[src/rtl/command_decoder.sv]
// rtl/command_decoder.sv - UART byte command decoder feeding BRAM A loads and READ_A issue
// Optional feature macro: RX_TIMEOUT_EN (abort a stalled load after TIMEOUT_CYCLES idle cycles)
module command_decoder #(
    parameter int MEM_DEPTH      = 1024,
    parameter int TIMEOUT_CYCLES = 1000000
) (
    input  logic       clk,
    input  logic       rst,
    input  logic [7:0] rx_data,
    input  logic       rx_ready,
    input  logic       coprocessor_busy,
    output logic [1:0] command,
    output logic       ena_A,
    output logic       wea_A,
    output logic [9:0] addra_A,
    output logic [7:0] dina_A,
    output logic       loading,
    output logic       cmd_dropped
);

    typedef enum logic [1:0] {IDLE, LOAD_A, ISSUE} state_t;

    localparam logic [9:0] LAST_ADDR = 10'(MEM_DEPTH - 1);

    state_t     state_q;
    logic [9:0] cnt_q;
    logic [9:0] cnt_d;
    logic [1:0] command_q;
    logic       ena_q;
    logic       wea_q;
    logic [9:0] addra_q;
    logic [7:0] dina_q;
    logic       loading_q;
    logic       cmd_dropped_q;
    logic       pending_q;
    logic [7:0] pending_data_q;
    logic       byte_valid_d;
    logic [7:0] byte_d;

`ifdef RX_TIMEOUT_EN
    localparam int TW = $clog2(TIMEOUT_CYCLES + 1);
    logic [TW-1:0] timer_q;
`endif

    // A byte caught during the one-cycle ISSUE state is replayed from IDLE next cycle.
    assign byte_valid_d = rx_ready | pending_q;
    assign byte_d       = pending_q ? pending_data_q : rx_data;
    assign cnt_d        = cnt_q + 10'd1;

    always_ff @(posedge clk or negedge rst) begin
        if (!rst) begin
            state_q        <= IDLE;
            cnt_q          <= '0;
            command_q      <= 2'b00;
            ena_q          <= 1'b0;
            wea_q          <= 1'b0;
            addra_q        <= '0;
            dina_q         <= '0;
            loading_q      <= 1'b0;
            cmd_dropped_q  <= 1'b0;
            pending_q      <= 1'b0;
            pending_data_q <= '0;
`ifdef RX_TIMEOUT_EN
            timer_q        <= '0;
`endif
        end else begin
            command_q     <= 2'b00;
            ena_q         <= 1'b0;
            wea_q         <= 1'b0;
            cmd_dropped_q <= 1'b0;
            case (state_q)
                IDLE: begin
                    pending_q <= 1'b0;
                    if (byte_valid_d) begin
                        if (byte_d == 8'h01) begin
                            state_q   <= LOAD_A;
                            cnt_q     <= '0;
                            loading_q <= 1'b1;
`ifdef RX_TIMEOUT_EN
                            timer_q   <= '0;
`endif
                        end else if (byte_d == 8'h02) begin
                            if (coprocessor_busy) begin
                                cmd_dropped_q <= 1'b1;
                            end else begin
                                state_q   <= ISSUE;
                                command_q <= 2'b01;
                            end
                        end
                    end
                end
                ISSUE: begin
                    state_q <= IDLE;
                    if (rx_ready) begin
                        pending_q      <= 1'b1;
                        pending_data_q <= rx_data;
                    end
                end
                LOAD_A: begin
                    if (rx_ready) begin
                        ena_q   <= 1'b1;
                        wea_q   <= 1'b1;
                        dina_q  <= rx_data;
                        addra_q <= cnt_q;
`ifdef RX_TIMEOUT_EN
                        timer_q <= '0;
`endif
                        if (cnt_q == LAST_ADDR) begin
                            state_q   <= IDLE;
                            loading_q <= 1'b0;
                            cnt_q     <= '0;
                        end else begin
                            cnt_q <= cnt_d;
                        end
                    end
`ifdef RX_TIMEOUT_EN
                    else if (timer_q == TW'(TIMEOUT_CYCLES - 1)) begin
                        state_q   <= IDLE;
                        loading_q <= 1'b0;
                        cnt_q     <= '0;
                        timer_q   <= '0;
                    end else begin
                        timer_q <= timer_q + 1'b1;
                    end
`endif
                end
                default: state_q <= IDLE;
            endcase
        end
    end

    assign command     = command_q;
    assign ena_A       = ena_q;
    assign wea_A       = wea_q;
    assign addra_A     = addra_q;
    assign dina_A      = dina_q;
    assign loading     = loading_q;
    assign cmd_dropped = cmd_dropped_q;

endmodule

[config.mk]
export PLATFORM = sky130hd
export DESIGN_NAME = command_decoder
export DESIGN_NICKNAME = d
export VERILOG_FILES = /design/src/rtl/command_decoder.sv
export SDC_FILE = /design/constraint.sdc
export NUM_CORES = 1
export LEC_CHECK = 0
export BUFFER_PORTS_ARGS = -buffer_cell sky130_fd_sc_hd__clkbuf_2
export CORE_AREA = 2 2 61 63
export CTS_BUF_LIST = sky130_fd_sc_hd__clkbuf_16
export DETAILED_ROUTE_END_ITERATION = 10
export DIE_AREA = 0 0 63 65
export PLACE_DENSITY = 0.86
export SLEW_MARGIN = 20
export SYNTH_ARGS = -nofsm -noshare
export SYNTH_HDL_FRONTEND = slang
export SYNTH_SLANG_ARGS = --single-unit
export TNS_END_PERCENT = 5
[constraint.sdc]
create_clock -name clk -period 3.8 [get_ports clk]
set_input_delay 0.19 -clock clk [delete_from_list [all_inputs] [get_ports clk]]
set_output_delay 0.19 -clock clk [all_outputs]
set_load 0.1 [all_outputs]
### Yosys cells after proc, flatten, opt, wreduce, memory -nomap -nowiden

Cells that the tools add are included.

* bitwise operators: 1
* add/sub/neg operators: 1
* multiplexer cells: 32
* reductions and logical operators: 9
* eq/ne operators: 12

Operators by type and width (number)
* $mux 10: 4
* $pmux 10 s2: 1
* $mux 1: 17
* $mux 2: 6
* $add 10x1->10 const B: 1
* $eq 10x10->1 const B: 1
* $ne 2x2->1 const B: 5
* $reduce_and 5->1: 2
* $eq 8x1->1 const B: 1
* $eq 8x2->1 const B: 1
* $mux 8: 1
* $ne 3x3->1 const B: 2
* $reduce_and 2->1: 3
* $pmux 1 s2: 2
* $pmux 2 s2: 1
* $reduce_and 4->1: 1
* $reduce_bool 2->1: 2
* $eq 2x1->1 const B: 1
* $eq 2x2->1 const B: 1
* $logic_not 2->1: 1
* $or 1x1->1: 1

* output and inout bits: 24
* register bits: 44
* word-level logic and storage cells: 65

### Longest topological paths before layout

Gate-level depths: netlist (run 1).

* depth in word-level cells: 6
* depth in mapped cells: 8
* depth with buffers taken out: 6

### Worst setup path before layout (run 1)

Ideal clock, no wire load.

* path kind: reg-to-reg
* start point: reg state_q[1]
* end point: reg cnt_q[7]
* path buffers: 1
* cell stages (with the launch flop): 7
* path slack: 1.916 ns
* arrival time: 1.758 ns
* clock period less this slack: 1.884 ns
* path through: dfrtp_1 > or4_1 > nor2_1 > a21oi_1 > o21a_1 > buf_6 > a221o_1

* longest elaborated chain between the ends: 3
* elaborated cells on any way between the ends: 8
* those cells by class: 4 x eq/ne; 1 x mux; 3 x reduce/logical

Ends and longest elaborated chain
* start: declaration: RTL line 25 `state_t state_q;`
* start signal: assignment: RTL line 52 `state_q <= IDLE;`
* start signal: assignment: RTL line 76 `state_q <= LOAD_A;`
* start signal: assignment: RTL line 86 `state_q <= ISSUE;`
* $eq 2x1->1 or $logic_not 2->1 (tied branches): RTL line 71 `case (state_q)`
* $ne 2x2->1 (no source line) or $reduce_bool 2->1 (tied branches)
* $reduce_and 4->1 (no source line)
* end signal: assignment: RTL line 113 `cnt_q <= cnt_d;`
* end: declaration: RTL line 26 `logic [9:0] cnt_q;`

Parallel ways exist; a longest one is shown, timed or not.
A chain may end at the register's enable or synchronous reset.

### Worst setup path after layout (run 1)

* start point: reg state_q[0]
* end point: reg cnt_q[5]

Same word-level chain as after synthesis.

==> results of run 1 <==
==> cell families (layout without fill, tap and decap cells) <==
kind of cell,after synthesis,in the layout,share of synthesized area
AND/OR/NAND/NOR,104,104,0.252
flip-flops,43,43,0.568
AO/OA/AOI/OAI,22,22,0.0832
buffers and inverters,13,46,0.0350
multiplexers,9,9,0.0528
adder cells (fa/ha/maj),1,1,0.00660
other,1,1,0.00198
==> synthesized netlist by cell type (3+ instances only) <==
cell	n	area share
a211o_1	5	0.023
a21oi_1	3	0.0079
and3_1	3	0.0099
clkbuf_1	4	0.0079
dfrtp_1	43	0.57
inv_1	3	0.0059
mux2_2	8	0.048
nand2_1	59	0.12
nand2b_1	3	0.0099
nand3_1	6	0.016
nor2_1	11	0.022
nor3_1	7	0.018
nor4_1	4	0.013
o21ai_0	5	0.013
==> routing by layer <==
metal | vias up | routed length (um) | global-route usage
met5 | - | 0 | 0
li1 | 725 | - | -
met3 | 10 | 207 | 0.0521
met1 | 708 | 1700 | 0.277
met4 | 0 | 83 | 0.100
met2 | 50 | 1800 | 0.318
==> worst max-delay path: cells and delay by family, from the launching register on <==
family                 cells  cell delay, ns
buffers and inverters      1            0.51
DFF                        1            0.51
AOI/OAI and AO/OA          1            0.12
and+or+nand+nor            4            1.07
==> through the flow <==
step | utilization | setup WS (ns)
floorplan | - | 1.92
global placement | 0.593 | 1.64
detailed placement | 0.593 | 1.55
CTS | 0.632 | 1.53
global route | 0.632 | 1.30
finish | 0.632 | 1.52
==> worst paths after layout <==
kind,start,endpoint,depth (start not counted)
worst max register to register,state_q[0],cnt_q[5],6
worst max-delay path,state_q[0],cnt_q[5],6
max in group asynchronous,rst,dina_A[7],1
worst min-delay path,rst,cnt_q[5],1
worst min register to register,dina_A[0],dina_A[0],2
min in group clk,coprocessor_busy,command[0],2
==> state kept, by name, indices dropped and copies added, names as in the netlist <==
| register | cells |
|---|---|
| addra_A | 10 |
| cnt_q | 10 |
| dina_A | 8 |
| pending_data_q | 8 |
| state_q | 2 |
| cmd_dropped | 1 |
| command | 1 |
| loading | 1 |
| pending_q | 1 |
| wea_A | 1 |
==> layout make-up <==
| type | count | area (sq um) | area share |
|---|---|---|---|
| Inverter | 4 | 15.0 | 0.00680 |
| Clock buffer | 5 | 125 | 0.0566 |
| Sequential cell | 43 | 1080 | 0.487 |
| Timing Repair Buffer | 34 | 170 | 0.0770 |
| Clock inverter | 3 | 11.3 | 0.00510 |
| Multi-Input combinational cell | 137 | 752 | 0.340 |
| Tap cell | 48 | 60.1 | 0.0272 |
==> where the power goes <==
| group | internal (mW) | switching, mW |
|---|---|---|
| Sequential | 0.474 | 0.0136 |
| Combinational | 0.0228 | 0.0994 |
| Clock | 0.236 | 0.159 |
| Total | 0.733 | 0.272 |
==> summary.md, run 1 <==
| Metric | Value |
|---|---|
| Status | finished, final reports clean |
| I/O Pins | 36 |
| Tcrit/Tclk final | 0.600 |
| Unrepaired setup endpoints after global routing | no |
| Post-cts sizing count | 0 |
| Sum of negative setup slack | 0 ns |
| Routability cong. | 0.833 |
| Final ANT Viol Nets | 0 |
| CTS Buffer Depth | 2 |
| Vias in the first global route | 1424 |
| Hold_ws | 0.0393 ns |
| Critical path's slowest cell | dfrtp_1 |
| Slew of the pin with the lowest slew margin | 0.907 ns |
| Routed wire per std cell | 13.8 um |
| GRT Total Usage | 0.207 |
| # fillers | 296 |
| Final setup fails | 0 |
| Hold_buf cts | 0 |
| Core Footprint | 0.00350 sq mm |
| CP Cell Sequence | nor2b_1 -> nand2_1 -> inv_2 -> nand2b_1 -> nor3_1 -> a211o_1 |
| Grt ovf | 0 |
| Global-route wire length before repair | 6.47 mm |
| CTS sink count | 43 |
| Syn avg cell area | 9.82 sq um |
| Slew HR | 0.395 |
| Clock skew | 0.00546 ns |
| Sequential fraction of the synthesis area | 0.568 |
| Post-CTS Setup Inserts | 0 |
| Die H | 65 um |
| Starting Density | 0.542 |
| Maximum vdd drop | 348 uV |
| Vias after detailed routing | 1493 |
| Rows | 22 |
| Placed cell count | 266 |
| CP max FO | 25 |
| Most frequent cells in the layout | 59 x nand2_1, 43 x dfrtp_1, 33 x clkbuf_2 |
| Non-filler cells, final | 274 |
| Mapped Area | 0.00189 sq mm |
| HP Class | in2async |
| Post-Syn Instances | 193 |
| Ys flop type | dfrtp_1 |
| DRT iter0 DRCs | 89 |
| Ant diodes | 0 |
| Syn_nets | 206 |
| Static leakage | 1.22 nW |
| Arrival @ worst endpoint | 2.50 ns |
| Design Area, Final | 0.00221 sq mm |
| Layout cell share with drive strength beyond 1 | 0.212 |
| Port-buffer cells | 34 |
| Via density | 5.45 |
| Largest net degree at the start of global routing | 44 |
| Clock Latency Late Sink | 0.28 ns |
| Final Hold Vio Count | 0 |
| First-pass detailed-route iteration total | 4 |
| Yosys warns | 0 |
| Final Slew Violations | 0 |
| Max stage delay on crit path | 0.51 ns |
| CP Class | reg2reg |
| Reg-to-reg slack, setup | 1.52 ns |
| Max Cap Viol | 0 |
| Synthesis-to-layout area growth | 16.6% |
| CTS tree | built |
| Post-synth EDFFs | 0 |
| Synth async-reset ratio | 1.00 |
| Synth cell types | 35 |
| Cell Area, Placed | 0.00207 sq mm |
| Worst setup SP type | flip-flop |
| CTS HTree Levels | 2 |
| Power per Cell Area | 455 mW/mm^2 |
| Most common cell after layout, fill and taps aside | nand2_1 |
| Flops & latches, synth | 43 |
| Fin crit period | 2.28 ns |
| Full die area | 0.00410 sq mm |
| Worst Path Required | 4.02 ns |
| Clk root buf | clkbuf_16 |
| Dpl hpwl | 2.52 mm |
| Initial antenna violation count | 0 |
| Die W | 63 um |
| FMAX | 439 MHz |
| CTS buffer count | 5 |
| Clk slew on worst S/H paths | 0.06 ns |
| Worst setup EP type | flip-flop |
| Overall power | 1.00 mW |
| # DRC | 0 |
| Nets | 238 |
| Total Wirelength | 3.79 mm |
Power figures use the tool's default switching activity.
==> run 2: changes to the inputs <==
--- a/config.mk
+++ b/config.mk
@@ -5,12 +5,13 @@
 export SDC_FILE = /design/constraint.sdc
 export NUM_CORES = 1
 export LEC_CHECK = 0
+export ABC_AREA = 1
 export BUFFER_PORTS_ARGS = -buffer_cell sky130_fd_sc_hd__clkbuf_2
-export CORE_AREA = 2 2 61 63
+export CORE_AREA = 2 2 64 66
 export CTS_BUF_LIST = sky130_fd_sc_hd__clkbuf_16
 export DETAILED_ROUTE_END_ITERATION = 10
-export DIE_AREA = 0 0 63 65
-export PLACE_DENSITY = 0.86
+export DIE_AREA = 0 0 66 68
+export PLACE_DENSITY = 0.83
 export SLEW_MARGIN = 20
 export SYNTH_ARGS = -nofsm -noshare
 export SYNTH_HDL_FRONTEND = slang
==> constraint.sdc (replaced) <==
create_clock -name clk -period 2.2 [get_ports clk]
set_input_delay 0.11 -clock clk [delete_from_list [all_inputs] [get_ports clk]]
set_output_delay 0.11 -clock clk [all_outputs]
set_load 0.1 [all_outputs]
==> run 2 against run 1 <==
  * Combinational power rose to 3.9 times the previous value
  * Sequential power increased by 98%
  * Sequential share of layout area down 3.6 points
  * Largest cell class unchanged
==> summary.md, run 2 <==
| Metric | Value |
|---|---|
| Status | finished, final reports clean |
| Routability cong. | 0.886 |
| Starting Density | 0.524 |
| Synth cell types | 29 |
| CP Class | reg2reg |
| Via density | 4.96 |
| Port-buffer cells | 34 |
| Arrival @ worst endpoint | 1.92 ns |
| Worst Path Required | 2.38 ns |
| CTS sink count | 43 |
| Non-filler cells, final | 321 |
| Yosys top cell by area | dfrtp_1 |
| CTS Buffer Depth | 2 |
| Sum of negative setup slack | 0 ns |
| Post-synth EDFFs | 0 |
| I/O Pins | 36 |
| Routed wire per std cell | 11.7 um |
| CTS buffer count | 5 |
| CP Capture Point | cnt_q[3] |
| Most common cell in the synthesized netlist | nand2_1 |
| Die H | 68 um |
| Flops & latches, synth | 43 |
| # DRC | 0 |
| Full die area | 0.00449 sq mm |
| Clock skew | 0.00552 ns |
| GRT Total Usage | 0.188 |
| Sequential fraction of the synthesis area | 0.533 |
| FMAX | 573 MHz |
| CTS tree | built |
| Slew HR | 0.640 |
| Area share of the largest cell type after synthesis | 0.533 |
| HP Class | in2reg |
| Worst Setup SP | pending_q |
| Hold_sp | coprocessor_busy |
| DRT iter0 DRCs | 76 |
| Rows | 23 |
| Ant diodes | 0 |
| R2R depth | 8 |
| Synthesis-to-layout area growth | 18.2% |
| Final setup fails | 0 |
| Yosys warns | 0 |
| Area contributors post-synth | dfrtp_1 53%, nand2_1 10%, o21ai_0 7.7% |
| Post-Syn Instances | 235 |
| Clock Latency Late Sink | 0.29 ns |
| Layout cell share with drive strength beyond 1 | 0.232 |
| CP max FO | 12 |
| Global-route wire length before repair | 6.27 mm |
| Worst setup EP type | flip-flop |
| Total Wirelength | 3.76 mm |
| Core Footprint | 0.00386 sq mm |
| Nets | 283 |
| Reg-to-reg slack, setup | 0.46 ns |
| Max Cap Viol | 0 |
| Syn_nets | 248 |
| Most common cell after layout, fill and taps aside | nand2_1 |
| Power per Cell Area | 953 mW/mm^2 |
| Initial antenna violation count | 0 |
| # fillers | 347 |
| Clk slew on worst S/H paths | 0.06 ns |
| Final ANT Viol Nets | 0 |
| Ys flop type | dfrtp_1 |
| Dpl hpwl | 2.81 mm |
| Tcrit/Tclk final | 0.793 |
| Final Slew Violations | 0 |
| Maximum vdd drop | 469 uV |
| Fin crit period | 1.74 ns |
| Grt ovf | 0 |
| Vias in the first global route | 1435 |
| RR Startpoint | pending_q |
| Placed cell count | 312 |
| Post-cts sizing count | 0 |
| Vias after detailed routing | 1593 |
| Die W | 66 um |
| Post-CTS Setup Inserts | 0 |
| Final Hold Vio Count | 0 |
| Worst setup SP type | flip-flop |
| Static leakage | 1.22 nW |
| Most frequent cells in the layout | 55 x nand2_1, 43 x dfrtp_1, 34 x clkbuf_2 |
| Largest net degree at the start of global routing | 37 |
| Unrepaired setup endpoints after global routing | no |
| Slew of the pin with the lowest slew margin | 0.543 ns |
| First-pass detailed-route iteration total | 4 |
| CTS HTree Levels | 2 |
| Syn avg cell area | 8.59 sq um |
| Clk root buf | clkbuf_16 |
| RR Endpoint | cnt_q[3] |
| Synth async-reset ratio | 1.00 |
| Mapped Area | 0.00202 sq mm |
| Commonest cells post-synth | 55 x nand2_1, 43 x dfrtp_1, 31 x o21ai_0, 27 x inv_1, 15 x nor2_1 |
[run 2: worst max-delay path: stages (launching register included)]
cell      delay (ns)
dfrtp_1         0.50
inv_4           0.09
nor2_2          0.09
nand3_1         0.08
nand2_2         0.11
nand3_4         0.11
a21boi_4        0.33
o21ai_0         0.15
and2_1          0.17
[run 2: cell families (layout without fill, tap and decap cells)]
logic type,Yosys count,in the layout,share of synthesized area
compound gates,45,45,0.123
xor+xnor,3,3,0.0130
fa+ha+maj,1,1,0.00619
buf+inv,38,74,0.0830
flops,43,43,0.533
other cells,1,1,0.00186
simple gates,104,104,0.240
[run 2: how the worst min path moves through the flow]
stage	end	slack [ns]	depth (start not counted)
floorplan	addra_A[0]	-0.19	0
global placement	dina_A[3]	0.06	1
detailed placement	pending_data_q[3]	0.06	1
CTS	command[0]	0.005	2
global route	command[0]	0.004	2
finish	command[0]	0.01	2
[run 2: per-stage QoR]
stage | hold slack (ns) | instance area (sq um) | setup WS, ns | util | total power, mW
finish | 0.0109 | 2390 | 0.456 | 0.619 | 2.27
global placement | 0.0594 | 2210 | 0.484 | 0.572 | 1.44
global route | 0.00364 | 2390 | 0.304 | 0.619 | 2.38
detailed placement | 0.0569 | 2210 | 0.438 | 0.572 | 1.45
CTS | 0.00495 | 2390 | 0.435 | 0.619 | 2.30
floorplan | -0.186 | 2020 | 0.741 | - | 1.35
[run 2: cell type report]
class                           count  area (sq um)  share of cell area
Sequential cell                    43          1080               0.451
Inverter                           30           115              0.0482
Clock inverter                      3          43.8              0.0184
Clock buffer                        5           125              0.0524
Tap cell                           50          62.6              0.0262
Timing Repair Buffer               36           188              0.0787
Multi-Input combinational cell    154           776               0.325
[run 2: repair_timing]
item	in CTS	in global routing
setup endpoints to repair	0	0
endpoints found under the hold margin	16	0
hold buffers	1	0
[run 2: routing by layer]
layer  vias to the layer above  wire, um  global-route usage
met5                         -         0                   0
met4                         0        60              0.0663
met3                         6       171              0.0559
met2                        34      1830               0.336
met1                       737      1700               0.216
li1                        816         -                   -
[run 2: power by group]
group	total [mW]	internal (mW)	switching, mW
combinational	0.476	0.106	0.370
sequential	0.964	0.892	0.0715
clock	0.834	0.535	0.299
==> run 3: changes to the inputs <==
==> constraint.sdc (replaced) <==
create_clock -name clk -period 1.77 [get_ports clk]
set_input_delay 0.0885 -clock clk [delete_from_list [all_inputs] [get_ports clk]]
set_output_delay 0.0885 -clock clk [all_outputs]
set_load 0.1 [all_outputs]
==> run 3 against run 2 <==
  * Sequential power increased by 26%
  * Sequential cell count unchanged
  * Wire length increased by 14%
  * Count of clock-buffer cells in the layout unchanged
  * Worst setup slack got worse by 0.30 ns
  * Non-clock buffer count increased by 6
  * Clock power increased by 27%
  * Global-route usage increased by 2.4 points
  * Hold slack improved by 0.058 ns
  * Sequential share of layout area decreased by 1.2 points
  * Fmax increased by 8.2%
  * Clock skew increased by 0.0034 ns
==> summary.md, run 3 (synthesis results as in run 2) <==
| Metric | Value |
|---|---|
| Status | finished, final reports clean |
| Final Hold Vio Count | 0 |
| Worst hold stages | 3 |
| Arrival @ worst endpoint | 1.79 ns |
| Total Wirelength | 4.29 mm |
| # DRC | 0 |
| CTS buffer count | 5 |
| Routability cong. | 0.871 |
| DRT iter0 DRCs | 120 |
| Die W | 66 um |
| FMAX | 621 MHz |
| Clk root buf | clkbuf_16 |
| # fillers | 345 |
| First-pass detailed-route iteration total | 4 |
| Tcrit/Tclk final | 0.911 |
| Worst setup SP type | flip-flop |
| Overall power | 2.88 mW |
| Power per Cell Area | 1170 mW/mm^2 |
| Dpl hpwl | 2.91 mm |
| Max Cap Viol | 0 |
| Sum of negative setup slack | 0 ns |
| Final Slew Violations | 0 |
| Hold Path End | dina_A[2] |
| Critical path's slowest cell | dfrtp_1 |
| Reg-to-reg slack, setup | 0.16 ns |
| Synthesis-to-layout area growth | 21.5% |
| CP Cell Sequence | ha_4 -> nand3_2 -> nor2_4 -> nand2_1 -> nor2_1 -> nand2_1 -> nand2_2 -> nand2_1 -> o21ai_1 -> nand2_1 |
| Rows | 23 |
| Most frequent cells in the layout | 55 x nand2_1, 43 x dfrtp_1, 34 x clkbuf_2 |
| Die H | 68 um |
| Grt ovf | 0 |
| R2R depth | 10 |
| CTS HTree Levels | 2 |
| Core Footprint | 0.00386 sq mm |
| Final ANT Viol Nets | 0 |
| Routed wire per std cell | 13.1 um |
| Slew HR | 0.636 |
| Worst setup EP type | flip-flop |
| HP Class | in2reg |
| Largest net degree at the start of global routing | 44 |
| CP max FO | 5 |
| Ant diodes | 0 |
| Via density | 5.04 |
| Fin crit period | 1.61 ns |
| Hold_sp | rx_data[2] |
| CTS tree | built |
| Clk slew on worst S/H paths | 0.07 ns |
| Clock skew | 0.00890 ns |
| Slew of the pin with the lowest slew margin | 0.544 ns |
| Area of the multi-input gates | 793 sq um |
| Starting Density | 0.524 |
| RR Endpoint | state_q[0] |
| Vias after detailed routing | 1647 |
| Storage element area | 0.00108 sq mm |
| GRT Total Usage | 0.212 |
| Maximum vdd drop | 638 uV |
| Global-route wire length before repair | 7.09 mm |
| CP most frequent cell | nand2_1 |
| Nets | 289 |
| Most common cell after layout, fill and taps aside | nand2_1 |
| Full die area | 0.00449 sq mm |
| Static leakage | 1.24 nW |
| CP Class | reg2reg |
| Port-buffer cells | 34 |
| Clock Latency Late Sink | 0.29 ns |
| Final setup fails | 0 |
| CTS sink count | 43 |
| Vias in the first global route | 1575 |
| RR Startpoint | cnt_q[1] |
| Max stage delay on crit path | 0.44 ns |
| Initial antenna violation count | 0 |
| I/O Pins | 36 |
| Worst Path Required | 1.95 ns |
| CTS Buffer Depth | 2 |
| Layout cell share with drive strength beyond 1 | 0.249 |
-- run 3: cell count changes in the layout (fill, tap and decap cells not counted), sizes merged --
cell	before	now
inv	30	31
clkinv	2	0
clkinvlp	0	1
buf	1	6
dlygate4sd3	1	2
-- run 3: critical path, delay by kind of cell, from the launching register on --
kind	cells	cell delay, ns
flops	1	0.44
compound gates	1	0.12
fa+ha+maj	1	0.18
simple gates	8	0.76
-- run 3: stage by stage --
stage                      util  area (sq um)  setup slack [ns]  cells  hold slack, ns
after global placement    0.574          2210             0.147    313           0.186
final                     0.636          2450             0.158    327          0.0688
after floorplan               -          2020             0.311    235          -0.207
after CTS                 0.624          2410            0.0943    323          0.0661
after global routing      0.636          2450           -0.0264    327          0.0896
after detailed placement  0.574          2210             0.123    313           0.192
-- run 3: what timing repair did --
action                                  CTS  global route
endpoints found under the setup margin    0             7
resized for setup                         0             3
buffers inserted                          0             4
hold endpoints to repair                 44             0
hold buffers                              2             0
-- run 3: report_power, final --
part / leakage [nW] / switching (mW) / internal (mW) / total, mW
Sequential: 0.559 / 0.0985 / 1.11 / 1.21
Combinational: 0.605 / 0.473 / 0.140 / 0.613
Clock: 0.0804 / 0.390 / 0.670 / 1.06
-- run 3: metal layers --
| layer | vias to the layer above | wire length [um] | global-route usage | part of all wire |
|---|---|---|---|---|
| met1 | 770 | 1800 | 0.256 | 0.42 |
| li1 | 825 | - | - | - |
| met2 | 40 | 2170 | 0.375 | 0.51 |
| met3 | 12 | 212 | 0.0411 | 0.049 |
| met5 | - | 0 | 0 | 0 |
| met4 | 0 | 106 | 0.0842 | 0.025 |
-- run 3: worst max path at each step --
stage / start / to
after floorplan: cnt_q[1] / state_q[0]
after global placement: cnt_q[1] / state_q[0]
after detailed placement: cnt_q[1] / state_q[0]
after CTS: cnt_q[1] / state_q[0]
after global routing: cnt_q[0] / cnt_q[9]
final: cnt_q[1] / state_q[0]
-- run 3: final cells by class --
type | instances | share of cell area
multi-input cells | 154 | 0.323
inverters | 30 | 0.0469
clock buffers | 5 | 0.0510
repair buffers | 42 | 0.0959
flip-flops and latches | 43 | 0.439
clock inverters | 3 | 0.0189
well taps | 50 | 0.0255
